===== src/rtl/sha3_scan_pkg.sv =====
// Shared types and constants for the SHA3 scan result path: result kinds,
// the default-width result entry layout and the reserved-slot admission limit.
package sha3_scan_pkg;

   typedef enum logic [1:0] {
      NONE       = 2'b00,
      FOUND      = 2'b01,
      LAST       = 2'b10,
      FOUND_LAST = 2'b11
   } result_kind_t;

   localparam int ENTRY_NONCE_W = 32;
   localparam int ENTRY_HASH_W  = 64;

   typedef struct packed {
      result_kind_t              kind;
      logic [ENTRY_NONCE_W-1:0]  nonce;
      logic [ENTRY_HASH_W-1:0]   hash;
   } result_entry_t;

   // The final FIFO slot is kept free for end-of-scan markers.
   localparam int RESERVE_SLOTS = 1;

   function automatic int found_limit(input int depth);
      return depth - RESERVE_SLOTS;
   endfunction

endpackage


===== src/rtl/sha3_result_fifo.sv =====
// Synchronous FIFO with a registered head entry, exported occupancy and
// same-cycle push/pop. A push into an empty FIFO is visible at the same edge.
module sha3_result_fifo #(
   parameter  int W     = 98,
   parameter  int DEPTH = 8,
   localparam int AW    = $clog2(DEPTH),
   localparam int CW    = AW + 1
) (
   input  logic          clk,
   input  logic          rst_n,
   input  logic          push,
   input  logic [W-1:0]  push_data,
   input  logic          pop,
   output logic          head_valid,
   output logic [W-1:0]  head_data,
   output logic [CW-1:0] cnt
);

   localparam logic [CW-1:0] FULL = CW'(DEPTH);
   localparam logic [CW-1:0] TWO  = CW'(2);

   logic [W-1:0]  mem [DEPTH];
   logic [AW-1:0] rd_ptr;
   logic [AW-1:0] wr_ptr;
   logic [AW-1:0] next_rd;
   logic          do_push;
   logic          do_pop;

   assign do_pop  = pop && head_valid;
   assign do_push = push && (cnt != FULL);
   assign next_rd = rd_ptr + 1'b1;

   // Every push lands in storage, even when it is also loaded straight into
   // the head register, so the entry behind the head is always in mem.
   always_ff @(posedge clk) begin
      if (do_push) begin
         mem[wr_ptr] <= push_data;
      end
   end

   always_ff @(posedge clk) begin
      if (!rst_n) begin
         rd_ptr     <= '0;
         wr_ptr     <= '0;
         cnt        <= '0;
         head_valid <= 1'b0;
         head_data  <= '0;
      end else begin
         if (do_push) begin
            wr_ptr <= wr_ptr + 1'b1;
         end
         if (do_pop) begin
            rd_ptr <= next_rd;
         end
         case ({do_push, do_pop})
            2'b10:   cnt <= cnt + 1'b1;
            2'b01:   cnt <= cnt - 1'b1;
            default: cnt <= cnt;
         endcase
         if (do_pop) begin
            if (cnt >= TWO) begin
               head_data <= mem[next_rd];
            end else if (do_push) begin
               head_data <= push_data;
            end else begin
               head_valid <= 1'b0;
            end
         end else if (!head_valid && do_push) begin
            head_data  <= push_data;
            head_valid <= 1'b1;
         end
      end
   end

endmodule


===== src/rtl/sha3_scan_result_collector.sv =====
// Filters scanner result beats down to winners and end-of-scan markers,
// queues them for the host link and keeps saturating scan statistics.
module sha3_scan_result_collector
   import sha3_scan_pkg::*;
#(
   parameter int NONCE_W = 32,
   parameter int HASH_W  = 64,
   parameter int DEPTH   = 8,
   parameter int STAT_W  = 32
) (
   input  logic               clk,
   input  logic               rst_n,
   input  logic               res_valid,
   input  logic               res_found,
   input  logic               res_last,
   input  logic [NONCE_W-1:0] res_nonce,
   input  logic [HASH_W-1:0]  res_hash,
   output logic               out_valid,
   input  logic               out_ready,
   output result_kind_t       out_kind,
   output logic [NONCE_W-1:0] out_nonce,
   output logic [HASH_W-1:0]  out_hash,
   output logic [STAT_W-1:0]  stat_evaluated,
   output logic [STAT_W-1:0]  stat_found,
   output logic [STAT_W-1:0]  stat_dropped,
   output logic               overflow
);

   localparam int              CW          = $clog2(DEPTH) + 1;
   localparam int              EW          = 2 + NONCE_W + HASH_W;
   localparam logic [CW-1:0]   FULL        = CW'(DEPTH);
   localparam logic [CW-1:0]   FOUND_LIMIT = CW'(found_limit(DEPTH));
   localparam logic [STAT_W-1:0] STAT_MAX  = '1;

   typedef struct packed {
      result_kind_t        kind;
      logic [NONCE_W-1:0]  nonce;
      logic [HASH_W-1:0]   hash;
   } entry_t;

   entry_t        push_entry;
   entry_t        head_entry;
   logic [CW-1:0] cnt;
   logic          candidate;
   logic          room;
   logic          accept;
   logic          drop_found;
   logic          lose_last;
   logic          pop;
   logic          head_valid;

   // Admission uses the pre-pop occupancy; a same-cycle pop never frees room.
   always_comb begin
      candidate        = res_valid && (res_found || res_last);
      room             = res_last ? (cnt < FULL) : (cnt < FOUND_LIMIT);
      accept           = candidate && room;
      drop_found       = res_valid && res_found && !room;
      lose_last        = res_valid && res_last && !room;
      push_entry.kind  = result_kind_t'({res_last, res_found});
      push_entry.nonce = res_nonce;
      push_entry.hash  = res_hash;
   end

   assign pop = head_valid && out_ready;

   sha3_result_fifo #(
      .W     (EW),
      .DEPTH (DEPTH)
   ) u_fifo (
      .clk        (clk),
      .rst_n      (rst_n),
      .push       (accept),
      .push_data  (push_entry),
      .pop        (pop),
      .head_valid (head_valid),
      .head_data  (head_entry),
      .cnt        (cnt)
   );

   assign out_valid = head_valid;
   assign out_kind  = head_entry.kind;
   assign out_nonce = head_entry.nonce;
   assign out_hash  = head_entry.hash;

   always_ff @(posedge clk) begin
      if (!rst_n) begin
         stat_evaluated <= '0;
         stat_found     <= '0;
         stat_dropped   <= '0;
         overflow       <= 1'b0;
      end else begin
         if (res_valid && stat_evaluated != STAT_MAX) begin
            stat_evaluated <= stat_evaluated + 1'b1;
         end
         if (accept && res_found && stat_found != STAT_MAX) begin
            stat_found <= stat_found + 1'b1;
         end
         if (drop_found && stat_dropped != STAT_MAX) begin
            stat_dropped <= stat_dropped + 1'b1;
         end
         if (lose_last) begin
            overflow <= 1'b1;
         end
      end
   end

endmodule


===== config.mk =====
export PLATFORM = sky130hd
export DESIGN_NAME = sha3_scan_result_collector
export DESIGN_NICKNAME = d
export VERILOG_FILES = /design/src/rtl/sha3_scan_pkg.sv /design/src/rtl/sha3_result_fifo.sv /design/src/rtl/sha3_scan_result_collector.sv
export SDC_FILE = /design/constraint.sdc
export NUM_CORES = 1
export LEC_CHECK = 0
export CAP_MARGIN = 20
export CORE_UTILIZATION = 55
export CTS_BUF_LIST = sky130_fd_sc_hd__clkbuf_8
export DETAILED_ROUTE_END_ITERATION = 8
export PLACE_DENSITY = 0.81
export RECOVER_POWER = 50
export SLEW_MARGIN = 10
export SYNTH_ARGS = -nofsm -noshare
export SYNTH_HDL_FRONTEND = slang
export SYNTH_HIERARCHICAL = 1
export SYNTH_SLANG_ARGS = --single-unit

===== constraint.sdc =====
create_clock -name clk -period 16.5 [get_ports clk]
set_input_delay 2.475 -clock clk [delete_from_list [all_inputs] [get_ports clk]]
set_output_delay 2.475 -clock clk [all_outputs]
set_load 0.02 [all_outputs]

# == After elaboration in Yosys (flattened, before gate mapping) ==
# Memories as Yosys holds them, arrays and structs flattened.
# Index checks and enable logic that the tools add are counted.
# totals
ff_bits,206
ram_bits,784
elab_cells,62
mem_count,1
# op_classes
addsub,7
n_lt_le_gt_ge,3
eq_ne,9
mux,12
reduce_logical,21
# memory_table
name,words,width,read_ports,rd_ports_with_merged_regs,write_ports,line_no,rtl
u_fifo.mem,8,98,1,0,1,sha3_result_fifo.sv:22,logic [W-1:0] mem [DEPTH];
# ops
op,n
98-bit two-way mux,4
32-bit by 1-bit adder with 32-bit output (second input constant),3
32-bit != test (second input constant),3
1-bit logical AND,14
4-bit one-hot mux with 2 select lines,1
1-bit two-way mux,7
3-bit by 1-bit adder with 3-bit output (second input constant),2
4-bit by 1-bit adder with 4-bit output (second input constant),1
4-bit by 2-bit greater-or-equal comparator with 1-bit output (second input constant),1
4-bit by 3-bit less-than comparator with 1-bit output (second input constant),1
4-bit less-than comparator (second input constant),1
2-bit != test (second input constant),2
4-bit != test (second input constant),1
2-bit nonzero test,2
4-bit by 1-bit subtractor with 4-bit output (second input constant),1
3-bit by 2-bit != test with 1-bit output (second input constant),1
3-bit AND reduction,1
2-bit by 1-bit equality test with 1-bit output (second input constant),1
2-bit equality test (second input constant),1
1-bit zero test,2
2-bit AND reduction,1
1-bit logical OR,1

# == Depth between registers and ports, before layout ==
# logic_depth
word_depth,7
depth_mapped,10

# == By module ==
# The synthesis kept the hierarchy.
# by_module_without_submodules
module,instances,cells_each,area_per_inst_um2,seq_area_each_um2
sha3_result_fifo,1,1442,32910.3,25724.7
sha3_scan_result_collector,1,600,4887.2,1941.9

# == Least setup slack after synthesis ==
# Ideal clock, no wire load.
# synth_timing
kind,in2reg
start,input port res_last
end,"memory u_fifo.mem[0][0], enable pin"
setup_ns,0.795
arrival_time_ns,12.417
setup_slack_ns,3.288
path_stages,4
path_buffers,0
path_cell_list,nand4b_1 o2111a_1 nand2_8 nor4_1
# synth_between
elab_chain_cells,6
word_cells_on_any_way,7
cone_classes,mux (3); reduce/logical (4)
# synth_lines
item,line_no,rtl
from (decl),sha3_scan_result_collector.sv:15,"input logic res_last,"
1-bit logical OR,sha3_scan_result_collector.sv:54,candidate = res_valid && (res_found || res_last);
1-bit logical AND,sha3_scan_result_collector.sv:54,
1-bit logical AND (*),sha3_scan_result_collector.sv:56,accept = candidate && room;
via accept,sha3_scan_result_collector.sv:46,logic accept;
1-bit logical AND (*),sha3_result_fifo.sv:30,assign do_push = push && (cnt != FULL);
1-bit two-way mux (*),sha3_result_fifo.sv:36,if (do_push) begin
1-bit two-way mux (not written as such) (*),sha3_result_fifo.sv:37,mem[wr_ptr] <= push_data;
to (decl),sha3_result_fifo.sv:22,
# Mark *: on every way through the listed nets, which the timed path passes. The rest lies on a longest branch.

==> flow_summary.yaml <==
critical_path:
  endpoint_kind: "register"
  required_ns: 17.23
  critPathKind: "input port to register"
  startpoint_type: "input port"
  arrival_ns: 7.30
  cp_max_fo: 44
placement:
  io_buffers: 297
  dp_hpwl_um: 46800
  gp_congestion: 0.804
yosys:
  ys_async_sr_fraction_pct: 0
  synth_edf_count: 784
  ys_seq_area_share_pct: 73.2
  yosys_warnings: 6
  synth_area_um2: 37800
  synth_seq_cells: 990
  ys_types: 66
  synthFlopType: "edfxtp_1"
  synth_fp_nets: 2152
  postSynthCellCount: 2042
  avgSynthCellArea_um2: 18.5
detailed_routing:
  firstDrtPassIters: 6
  drc: 0
  post_drt_wl_per_cell_um: 24.9
  detail_route.iter0.violations: 1969
  vias: 21451
  postRouteAntennaNets: 0
  finalWirelength_um: 85300
  vias_per_cell: 6.26
sta:
  rsz0062_at_grt: "no"
  worst_pin_slew_ns: 2.16
  post-route-period-util_pct: 39.8
  slew_headroom_pct: -43.9
  finalClockSkew_ns: 0.0301
  whs_ns: 0.482
  final-hold-violation-count: 0
  tns_ns: 0
  max_freq_ghz: 0.152
  slew_violations: 79
  finalSetupViolations: 0
  fin_crit_ns: 6.57
clock_network:
  post_cts_resized: 0
  post_cts_buffers: 0
  postCtsHoldBufs: 0
  cts_tree: "yes"
  clk_latency_ns: 0.79
  clk_pin_slew_ns: 0.06
  cts_made_buffers: 155
  clock-sinks: 990
  htreeDepth: 4
  root_buffer: "clkbuf_8"
  clockBufferDepth: 3
run_status:
  outcome: "complete, but fails checks"
  violations: "max-capacitance violations, max-slew violations"
power:
  power_density_nw_per_um2: 112
  vdd_drop_max_v: 0.0000582
  p_switching_mw: 1.11
  leakage_nw: 14.6
  internal-power_mw: 3.88
  swShare_pct: 22.3
  clockPowerShare_pct: 40.0
  power.share.sequential_pct: 55.7
  comb_power_share_pct: 4.4
grt:
  grt_pass1_wl_um: 131000
  grt_max_degree: 119
  antenna_found_initial: 24
  grtUsageTotal_pct: 24.8
  grt-ovfl-total: 0
  grt_pass1_vias: 22320
die:
  die_width_um: 264
  start_util_pct: 55.9
  num_rows: 95
  dieArea_um2: 69800
  die_h_um: 264
  core_region_area_um2: 67600
  io_pins: 298
cells_and_area:
  area_growth_pct: 18.4
  final_nets: 2526
  drive_above_1_share_pct: 18.5
  fillers: 4291
flow_run:
  maxCapViolCount: 2
min_path:
  min_path_type: "register to register"
## routing by layer
metal	GRT usage (%)	part of all wire, %	vias to the layer above
met4	7.56	2.1	18
met2	40.2	49	912
met1	32.7	41	11005
met5	0	0.15	-
met3	7.00	8.1	163
li1	-	-	9353
## synth_stat cells, types with 4 or more instances
library cell | count | area share (%)
nand2b_1 | 10 | 0.17
o211ai_1 | 4 | 0.079
dfxtp_1 | 206 | 11
and4_1 | 6 | 0.14
o31a_1 | 4 | 0.093
a31o_2 | 4 | 0.093
xnor2_1 | 9 | 0.21
inv_1 | 16 | 0.16
buf_2 | 46 | 0.61
a221o_1 | 98 | 2.6
ha_1 | 8 | 0.26
nand4_1 | 32 | 0.53
o21ai_0 | 50 | 0.66
nand3_1 | 40 | 0.53
buf_4 | 5 | 0.099
xor2_1 | 11 | 0.25
o31ai_1 | 16 | 0.32
or4_1 | 21 | 0.42
nand2_1 | 65 | 0.65
o21a_1 | 4 | 0.079
clkbuf_1 | 50 | 0.50
nor2_1 | 43 | 0.43
a21oi_1 | 67 | 0.89
or3_1 | 45 | 0.74
and2_1 | 6 | 0.099
a31oi_1 | 4 | 0.066
buf_6 | 8 | 0.24
edfxtp_1 | 784 | 62
and3_1 | 8 | 0.13
mux4_2 | 196 | 12
nor4_1 | 11 | 0.18
a22o_1 | 98 | 2.3
mux2i_1 | 10 | 0.26
nor3_2 | 4 | 0.11
nor3_1 | 12 | 0.16
## power by group through the flow
stage	sequential, mW	combinational, mW	clock (mW)
final	2.78	0.219	2.00
after global routing	2.78	0.233	2.15
after CTS	2.78	0.230	2.04
after detailed placement	2.83	0.229	0
after global placement	2.83	0.222	0
after floorplan	2.85	0.0914	0
## critical path: stages
cell and delay, ns:
dlygate4sd3_1 0.52, clkbuf_1 1.27, inv_1 1.11, clkbuf_1 1.00, or4_1 0.79, nand2_1 0.08
## cells by family after synthesis
kind of cell / Yosys count / synth area share [%]
and+or+nand+nor: 323 / 4.90
AOI/OAI and AO/OA: 367 / 7.60
DFF: 990 / 73.2
muxes: 206 / 11.9
adders and majority gates: 8 / 0.265
buffers and inverters: 128 / 1.63
xor gates and xnor gates: 20 / 0.463
## cell type report
| type | count | area [µm²] | share of cell area (%) |
|---|---|---|---|
| diodes | 8 | 20.0 | 0.0447 |
| well taps | 873 | 1090 | 2.44 |
| multi-input cells | 924 | 9610 | 21.5 |
| clock inverters | 113 | 658 | 1.47 |
| repair buffers | 328 | 3240 | 7.23 |
| inverters | 17 | 63.8 | 0.143 |
| clock buffers | 174 | 2390 | 5.35 |
| flip-flops and latches | 990 | 27700 | 61.8 |
## final timing paths
path | startpoint | endpoint | slack, ns | depth (start not counted)
worst min-delay path | u_fifo/head_data[90]$_SDFFE_PN0P_ | u_fifo/head_data[90]$_SDFFE_PN0P_ | 0.48 | 1
worst max-delay path | rst_n | stat_evaluated[11]$_SDFFE_PN0P_ | 9.93 | 6
worst min register to register | u_fifo/head_data[90]$_SDFFE_PN0P_ | u_fifo/head_data[90]$_SDFFE_PN0P_ | 0.48 | 1
worst max register to register | u_fifo/rd_ptr[0]$_SDFFE_PN0N_ | u_fifo/head_data[86]$_SDFFE_PN0P_ | 12.54 | 7
## sequential cells by signal, indices dropped and copies added, names as in the netlist
signal	cells
overflow	1
stat_found	32
stat_dropped	32
u_fifo/rd_ptr	3
u_fifo/head_valid	1
u_fifo/cnt	4
u_fifo/mem	784
u_fifo/head_data	98
u_fifo/wr_ptr	3
stat_evaluated	32
## through the flow
stage	utilization, %	setup WS [ns]	area [µm²]	std cells	power, mW
finish	66.2	9.93	44700	3427	5.00
global route	66.1	9.74	44700	3425	5.16
CTS	66.1	10.81	44700	3418	5.05
detailed placement	61.6	9.97	41700	3131	3.06
global placement	61.6	10.04	41700	3131	3.05
floorplan	-	3.29	37800	2042	2.94
## placed cells by master, fill, tap and decap left out, types with 6 or more instances in the layout
cell type and count:
edfxtp_1 784, dfxtp_1 205, dlygate4sd3_1 202, mux4_2 196, clkbuf_8 174, a22o_1 98, a221o_1 98, clkdlybuf4s50_1 95
inv_1 79, a21oi_1 67, nand2_1 65, o21ai_0 50, or3_1 45, nand3_1 40, nor2_1 40, nand4_1 32
buf_4 26, or4_1 21, o31ai_1 16, clkinv_2 16, clkinv_1 15, nor4_1 10, xor2_1 10, nand2b_1 10
mux2i_1 10, xnor2_1 9, diode_2 8, nor3_1 8, and3_1 8, ha_1 8, nor3_2 7, inv_8 7
and2_1 6, and4_1 6
(Power assumes the default switching activity.)
